<file path="src/rtl/vga_timing_pkg.sv">
// rtl/vga_timing_pkg.sv - shared VGA timing defaults, counter widths and sync-decoder state encoding
package vga_timing_pkg;

  localparam int HCLK_W = 12;
  localparam int LINE_W = 10;

  localparam int DEF_CLK_PER_PIXEL = 4;
  localparam int DEF_H_SYNC        = 96;
  localparam int DEF_H_BACK        = 48;
  localparam int DEF_H_ACTIVE      = 640;
  localparam int DEF_H_TOTAL       = 800;
  localparam int DEF_V_SYNC        = 2;
  localparam int DEF_V_BACK        = 33;
  localparam int DEF_V_ACTIVE      = 480;
  localparam int DEF_V_TOTAL       = 525;

  typedef enum logic [1:0] {
    ST_SEARCH  = 2'd0,
    ST_MEASURE = 2'd1,
    ST_LOCKED  = 2'd2
  } sync_state_t;

  function automatic logic [HCLK_W-1:0] sat_inc(input logic [HCLK_W-1:0] v);
    return (&v) ? v : v + HCLK_W'(1);
  endfunction

endpackage

</file>
<file path="src/rtl/vga_sync_sync.sv">
// rtl/vga_sync_sync.sv - double-flop synchroniser for an active-low sync line with leading-edge detect
module vga_sync_sync (
  input  logic clk,
  input  logic reset,
  input  logic sync_in,
  output logic fall
);

  logic s1_q, s1_d;
  logic s2_q, s2_d;
  logic prev_q, prev_d;

  always_comb begin
    s1_d   = sync_in;
    s2_d   = s1_q;
    prev_d = s2_q;
  end

  // Idle sync is high, so reset to 1 to avoid a false leading edge.
  always_ff @(posedge clk) begin
    if (reset) begin
      s1_q   <= 1'b1;
      s2_q   <= 1'b1;
      prev_q <= 1'b1;
    end else begin
      s1_q   <= s1_d;
      s2_q   <= s2_d;
      prev_q <= prev_d;
    end
  end

  assign fall = prev_q & ~s2_q;

endmodule

</file>
<file path="src/rtl/vga_sync_decoder.sv">
// rtl/vga_sync_decoder.sv - recovers pixel coordinates, lock state and frame checksum from a VGA stream
module vga_sync_decoder
  import vga_timing_pkg::*;
#(
  parameter int CLK_PER_PIXEL = DEF_CLK_PER_PIXEL,
  parameter int H_SYNC        = DEF_H_SYNC,
  parameter int H_BACK        = DEF_H_BACK,
  parameter int H_ACTIVE      = DEF_H_ACTIVE,
  parameter int H_TOTAL       = DEF_H_TOTAL,
  parameter int V_SYNC        = DEF_V_SYNC,
  parameter int V_BACK        = DEF_V_BACK,
  parameter int V_ACTIVE      = DEF_V_ACTIVE,
  parameter int V_TOTAL       = DEF_V_TOTAL
) (
  input  logic        CLK_100MHz,
  input  logic        Reset,
  input  logic        HSync,
  input  logic        VSync,
  input  logic [2:0]  Red,
  input  logic [2:0]  Green,
  input  logic [1:0]  Blue,
  output logic        PixelValid,
  output logic [9:0]  PixelX,
  output logic [9:0]  PixelY,
  output logic [7:0]  PixelColor,
  output logic        Locked,
  output logic        SyncError,
  output logic        FrameDone,
  output logic [15:0] FrameChecksum
);

  localparam int HCLK_LINE = H_TOTAL * CLK_PER_PIXEL;
  localparam int X_OFF     = H_SYNC + H_BACK;
  localparam int Y_OFF     = V_SYNC + V_BACK;

  logic hs_fall, vs_fall;

  vga_sync_sync u_hsync (.clk(CLK_100MHz), .reset(Reset), .sync_in(HSync), .fall(hs_fall));
  vga_sync_sync u_vsync (.clk(CLK_100MHz), .reset(Reset), .sync_in(VSync), .fall(vs_fall));

  logic [7:0]        col1_q, col1_d, col2_q, col2_d, col3_q, col3_d;
  logic [HCLK_W-1:0] hclk_q, hclk_d;
  logic [LINE_W-1:0] line_q, line_d;
  sync_state_t       state_q, state_d;
  logic              seen_q, seen_d;
  logic [15:0]       acc_q, acc_d, checksum_q, checksum_d;
  logic              sync_error_q, sync_error_d, frame_done_q, frame_done_d;
  logic              pix_valid_q, pix_valid_d;
  logic [9:0]        pix_x_q, pix_x_d, pix_y_q, pix_y_d;
  logic [7:0]        pix_color_q, pix_color_d;

  logic [HCLK_W-1:0] pix_col;
  logic              sample_tick, x_act, y_act, pix_take;
  logic              len_bad, lines_ok, hclk_max;

  // col3 matches the edge detector's extra delay, so hclk==k lines up with clock k of the line.
  always_comb begin
    col1_d = {Red, Green, Blue};
    col2_d = col1_q;
    col3_d = col2_q;
    hclk_d = hs_fall ? '0 : sat_inc(hclk_q);
    line_d = line_q;
    if (vs_fall)      line_d = '0;
    else if (hs_fall) line_d = line_q + LINE_W'(1);
  end

  always_comb begin
    pix_col     = hclk_q / HCLK_W'(CLK_PER_PIXEL);
    sample_tick = (hclk_q % HCLK_W'(CLK_PER_PIXEL)) == HCLK_W'(CLK_PER_PIXEL / 2);
    x_act       = (pix_col >= HCLK_W'(X_OFF)) && (pix_col < HCLK_W'(X_OFF + H_ACTIVE));
    y_act       = (line_q >= LINE_W'(Y_OFF)) && (line_q < LINE_W'(Y_OFF + V_ACTIVE));
    pix_take    = sample_tick && !hs_fall && x_act && y_act && (state_q == ST_LOCKED);
    pix_valid_d = pix_take;
    pix_x_d     = pix_take ? 10'(pix_col - HCLK_W'(X_OFF)) : '0;
    pix_y_d     = pix_take ? 10'(line_q - LINE_W'(Y_OFF)) : '0;
    pix_color_d = pix_take ? col3_q : '0;
    len_bad     = hs_fall && seen_q && (({1'b0, hclk_q} + 13'd1) != 13'(HCLK_LINE));
    lines_ok    = ({1'b0, line_q} + 11'd1) == 11'(V_TOTAL);
    hclk_max    = &hclk_q;
  end

  // The HSync edge that coincides with VSync is the first of the new frame.
  always_comb begin
    state_d      = state_q;
    seen_d       = vs_fall ? hs_fall : (seen_q | hs_fall);
    sync_error_d = 1'b0;
    frame_done_d = 1'b0;
    checksum_d   = checksum_q;
    acc_d        = pix_take ? acc_q + 16'(col3_q) : acc_q;
    case (state_q)
      ST_SEARCH: begin
        acc_d = '0;
        if (vs_fall) state_d = ST_MEASURE;
      end
      ST_MEASURE: begin
        acc_d = '0;
        if (len_bad)      state_d = ST_SEARCH;
        else if (vs_fall) state_d = lines_ok ? ST_LOCKED : ST_MEASURE;
      end
      ST_LOCKED: begin
        if (len_bad || (vs_fall && !lines_ok) || hclk_max) begin
          sync_error_d = 1'b1;
          state_d      = ST_SEARCH;
          acc_d        = '0;
        end else if (vs_fall) begin
          frame_done_d = 1'b1;
          checksum_d   = acc_q;
          acc_d        = '0;
        end
      end
      default: state_d = ST_SEARCH;
    endcase
  end

  always_ff @(posedge CLK_100MHz) begin
    if (Reset) begin
      col1_q       <= '0;
      col2_q       <= '0;
      col3_q       <= '0;
      hclk_q       <= '0;
      line_q       <= '0;
      state_q      <= ST_SEARCH;
      seen_q       <= 1'b0;
      acc_q        <= '0;
      checksum_q   <= '0;
      sync_error_q <= 1'b0;
      frame_done_q <= 1'b0;
      pix_valid_q  <= 1'b0;
      pix_x_q      <= '0;
      pix_y_q      <= '0;
      pix_color_q  <= '0;
    end else begin
      col1_q       <= col1_d;
      col2_q       <= col2_d;
      col3_q       <= col3_d;
      hclk_q       <= hclk_d;
      line_q       <= line_d;
      state_q      <= state_d;
      seen_q       <= seen_d;
      acc_q        <= acc_d;
      checksum_q   <= checksum_d;
      sync_error_q <= sync_error_d;
      frame_done_q <= frame_done_d;
      pix_valid_q  <= pix_valid_d;
      pix_x_q      <= pix_x_d;
      pix_y_q      <= pix_y_d;
      pix_color_q  <= pix_color_d;
    end
  end

  assign PixelValid    = pix_valid_q;
  assign PixelX        = pix_x_q;
  assign PixelY        = pix_y_q;
  assign PixelColor    = pix_color_q;
  assign Locked        = (state_q == ST_LOCKED);
  assign SyncError     = sync_error_q;
  assign FrameDone     = frame_done_q;
  assign FrameChecksum = checksum_q;

endmodule

</file>
<file path="config.mk">
export PLATFORM = sky130hd
export DESIGN_NAME = vga_sync_decoder
export DESIGN_NICKNAME = d
export VERILOG_FILES = /design/src/rtl/vga_timing_pkg.sv /design/src/rtl/vga_sync_sync.sv /design/src/rtl/vga_sync_decoder.sv
export SDC_FILE = /design/constraint.sdc
export NUM_CORES = 1
export LEC_CHECK = 0
export BUFFER_PORTS_ARGS = -buffer_cell sky130_fd_sc_hd__buf_2
export CAP_MARGIN = 20
export CORE_ASPECT_RATIO = 1.4
export CORE_MARGIN = 2
export CORE_UTILIZATION = 55
export CTS_CLUSTER_SIZE = 16
export DETAILED_ROUTE_END_ITERATION = 10
export PLACE_DENSITY = 0.76
export SETUP_SLACK_MARGIN = 0.4
export SLEW_MARGIN = 0
export SYNTH_ARGS = -nofsm -noshare
export SYNTH_HDL_FRONTEND = slang
export SYNTH_SLANG_ARGS = --single-unit
</file>
<file path="constraint.sdc">
create_clock -name CLK_100MHz -period 6.5 [get_ports CLK_100MHz]
set_input_delay 0.975 -clock CLK_100MHz [delete_from_list [all_inputs] [get_ports CLK_100MHz]]
set_output_delay 0.975 -clock CLK_100MHz [all_outputs]
set_load 0.02 [all_outputs]
</file>
==> results.cfg <==
[die]
coreArea_um2 = 9030
rows = 41
start_util_pct = 56.9
die_area_um2 = 10100
die_width_um = 85.7
fp.dieH_um = 118
ios = 60

[critical_path]
cpPeakStageDelay_ns = 0.71
timing.critical_path.depth = 7
setup.worst_path.class = register to register
worstPathRequired_ns = 6.85
critPathBufInv = 0
r2r_cells = 7
r2r_start = line_q[0]
crit_chain = ha_1 -> nor4_1 -> nand4b_1 -> o21a_1 -> or4_1 -> or4_1 -> a21oi_1
cpMaxStageDelayCell = or4_1
cp-end-kind = register
critPathTopFamily = simple AND/OR/NAND/NOR gates
cp.arrival_ns = 3.40
crit_top_cell = or4_1
r2r-end = acc_q[12]
critPathMaxFanout = 16
regToRegSetupSlack_ns = 3.45
worstSetupStartpointType = register

[cells_and_area]
syn_to_final_growth_pct = 17.0
final_cell_mix = dfxtp_1 (118), nand2_1 (62), buf_2 (59)
layout_commonest_cell = dfxtp_1
instances_no_fill = 724
nNetsFinal = 633
drive_gt1_share_pct = 19.3
multi_input_area_um2 = 2530
nFillCells = 716
ff_latch_area_um2 = 2360
antennaDiodeCount = 0

[timing]
hold_violations = 0
finalMaxSlewViolations = 0
fin_worst_skew_ns = 0.00966
tns_ns = 0
worst_pin_slew_ns = 0.789
fmax_mhz = 328
final.min_clock_period_ns = 3.05
relSlewSlack_pct = 47.3
rsz0062_at_grt = false
setup_viol = 0
holdWs_ns = 0.405
period_share_pct = 46.9

[place]
place_congestion = 0.845
dp_hpwl_um = 6740
post-place-cells = 692
port_buffers = 59

[synth]
synth_edf_count = 0
yosysSeqAreaShare_pct = 45.9
syn_avg_cell_area_um2 = 9.21
synthCells = 558
synth_cell_types = 63
async_flop_share_pct = 0
syn_area_um2 = 5140
ys.flop_type = dfxtp_1
syn_nets = 587
ys_ff_latch = 118
ys.warnings.count = 0

[detailed_routing]
postRouteAntennaNets = 0
wl_um = 10100
post-route-drc-count = 0
vias = 3967
dr.first_iter.drc_count = 175
wl_per_cell_um = 13.9
dr.pass1.iters = 5
vias_per_cell = 5.48

[min_path]
worstHoldStart = u_vsync.s1_q
hold-path-endpoint = u_vsync.prev_d
hold_class = register to register
min_path_cells = 1

[clock_tree]
cts_hold_buf = 0
cts.sinks = 118
cts.clk_slew.worst_paths_ns = 0.06
cts_inserted_buffers = 17
cts-root-buf = clkbuf_16
cts_resized = 0
clockBufferDepth = 2
htree_levels = 4
post_cts_buffers = 0
insertion_delay_ns = 0.41
cts_tree = yes

[job]
maxCapViolCount = 0

[status]
status = finished clean

[grt]
grt_max_degree = 51
grt_pass1_vias = 3652
grt_use_total_pct = 21.1
grt_antenna_before_repair = 0
overflow = 0
grt_pass1_wl_um = 17000

[power_and_ir_drop]
powerDensity_nw_per_um2 = 281
vdd_drop_max_mv = 0.243
cellLeakagePower_nw = 2.48
==> where the power goes <==
group / switching, mW / leakage (nW) / internal [mW]
Combinational: 0.0193 / 1.25 / 0.0134
Clock: 0.340 / 0.274 / 0.578
Sequential: 0.00639 / 0.956 / 0.734
==> sequential cells by signal, summed over array words and instances (netlist names), 2 cells and up <==
register and cells:
line_q 10, PixelX 10, PixelY 10, PixelColor 8, hclk_q 12, col1_q 8, acc_q 16, state_q 2
FrameChecksum 16, col2_q 8, col3_q 8
==> how the worst max path moves through the flow <==
stage	to	start	slack, ns
2_1_floorplan	FrameChecksum[10]	hclk_q[0]	3.69
3_3_place_gp	PixelY[5]	line_q[0]	3.03
3_5_place_dp	acc_q[14]	line_q[0]	3.47
4_1_cts	acc_q[12]	line_q[0]	3.45
5_1_grt	acc_q[10]	line_q[0]	3.18
6_report	acc_q[12]	line_q[0]	3.45
==> per-layer routing <==
| metal | vias to the layer above | global-route usage, % | share of wire, % |
|---|---|---|---|
| met2 | 114 | 34.4 | 50 |
| li1 | 2014 | - | - |
| met4 | 0 | 9.72 | 1.7 |
| met5 | - | 0 | 0 |
| met1 | 1824 | 25.9 | 44 |
| met3 | 15 | 5.17 | 4.8 |
==> cells by family after synthesis <==
kind of cell	count (synthesis)	synth area share (%)
flops	118	45.9
mux	22	4.38
xor+xnor	31	5.28
compound gates	83	11.3
simple gates	234	23.9
buf+inv	53	4.94
fa+ha+maj	17	4.28
==> area by class of cell <==
class,count,share of cell area [%]
Clock buffer,19,7.36
Inverter,17,1.06
Tap cell,107,2.23
Timing Repair Buffer,63,5.53
Multi-Input combinational cell,387,42.1
Clock inverter,13,2.48
Sequential cell,118,39.3
==> worst reg2reg max path: cells and delay by family, from the launching register on <==
kind,cells,cell delay (ns)
simple gates,4,1.92
flops,1,0.39
fa+ha+maj,1,0.36
compound gates,2,0.32
==> cells in the mapped netlist (all sizes together), types with 4 or more instances <==
| library cell | number | share of area [%] |
|---|---|---|
| dfxtp | 118 | 46 |
| nand2 | 62 | 4.5 |
| nor2 | 47 | 3.4 |
| nor2b | 31 | 3.8 |
| clkbuf | 26 | 2.1 |
| a21oi | 25 | 2.4 |
| mux2i | 21 | 4.1 |
| and3 | 20 | 2.7 |
| xnor2 | 19 | 3.2 |
| inv | 17 | 1.2 |
| ha | 16 | 3.9 |
| o21ai | 14 | 1.4 |
| xor2 | 12 | 2.0 |
| buf | 10 | 1.6 |
| nand3 | 9 | 0.88 |
| nand4 | 9 | 1.1 |
| or2 | 9 | 1.1 |
| nor3 | 8 | 0.78 |
| o31ai | 7 | 1.0 |
| or3 | 7 | 0.85 |
| or4 | 6 | 0.95 |
| and2 | 5 | 0.63 |
| a211o | 4 | 0.71 |
| a211oi | 4 | 0.58 |
| a21boi | 4 | 0.58 |
| and4 | 4 | 0.75 |
| nand2b | 4 | 0.49 |
| nor4 | 4 | 0.49 |
| o21a | 4 | 0.58 |
==> per-stage QoR <==
stage | total power, mW | setup WS [ns] | utilization [%] | instance area (µm²)
4_1_cts | 1.71 | 3.45 | 66.6 | 6010
6_report | 1.69 | 3.45 | 66.6 | 6010
2_1_floorplan | 0.779 | 3.69 | - | 5140
3_5_place_dp | 0.788 | 3.47 | 60.1 | 5420
5_1_grt | 1.75 | 3.18 | 66.6 | 6010
3_3_place_gp | 0.786 | 3.03 | 59.8 | 5400
No activity file was read; power rests on OpenSTA's default activity.
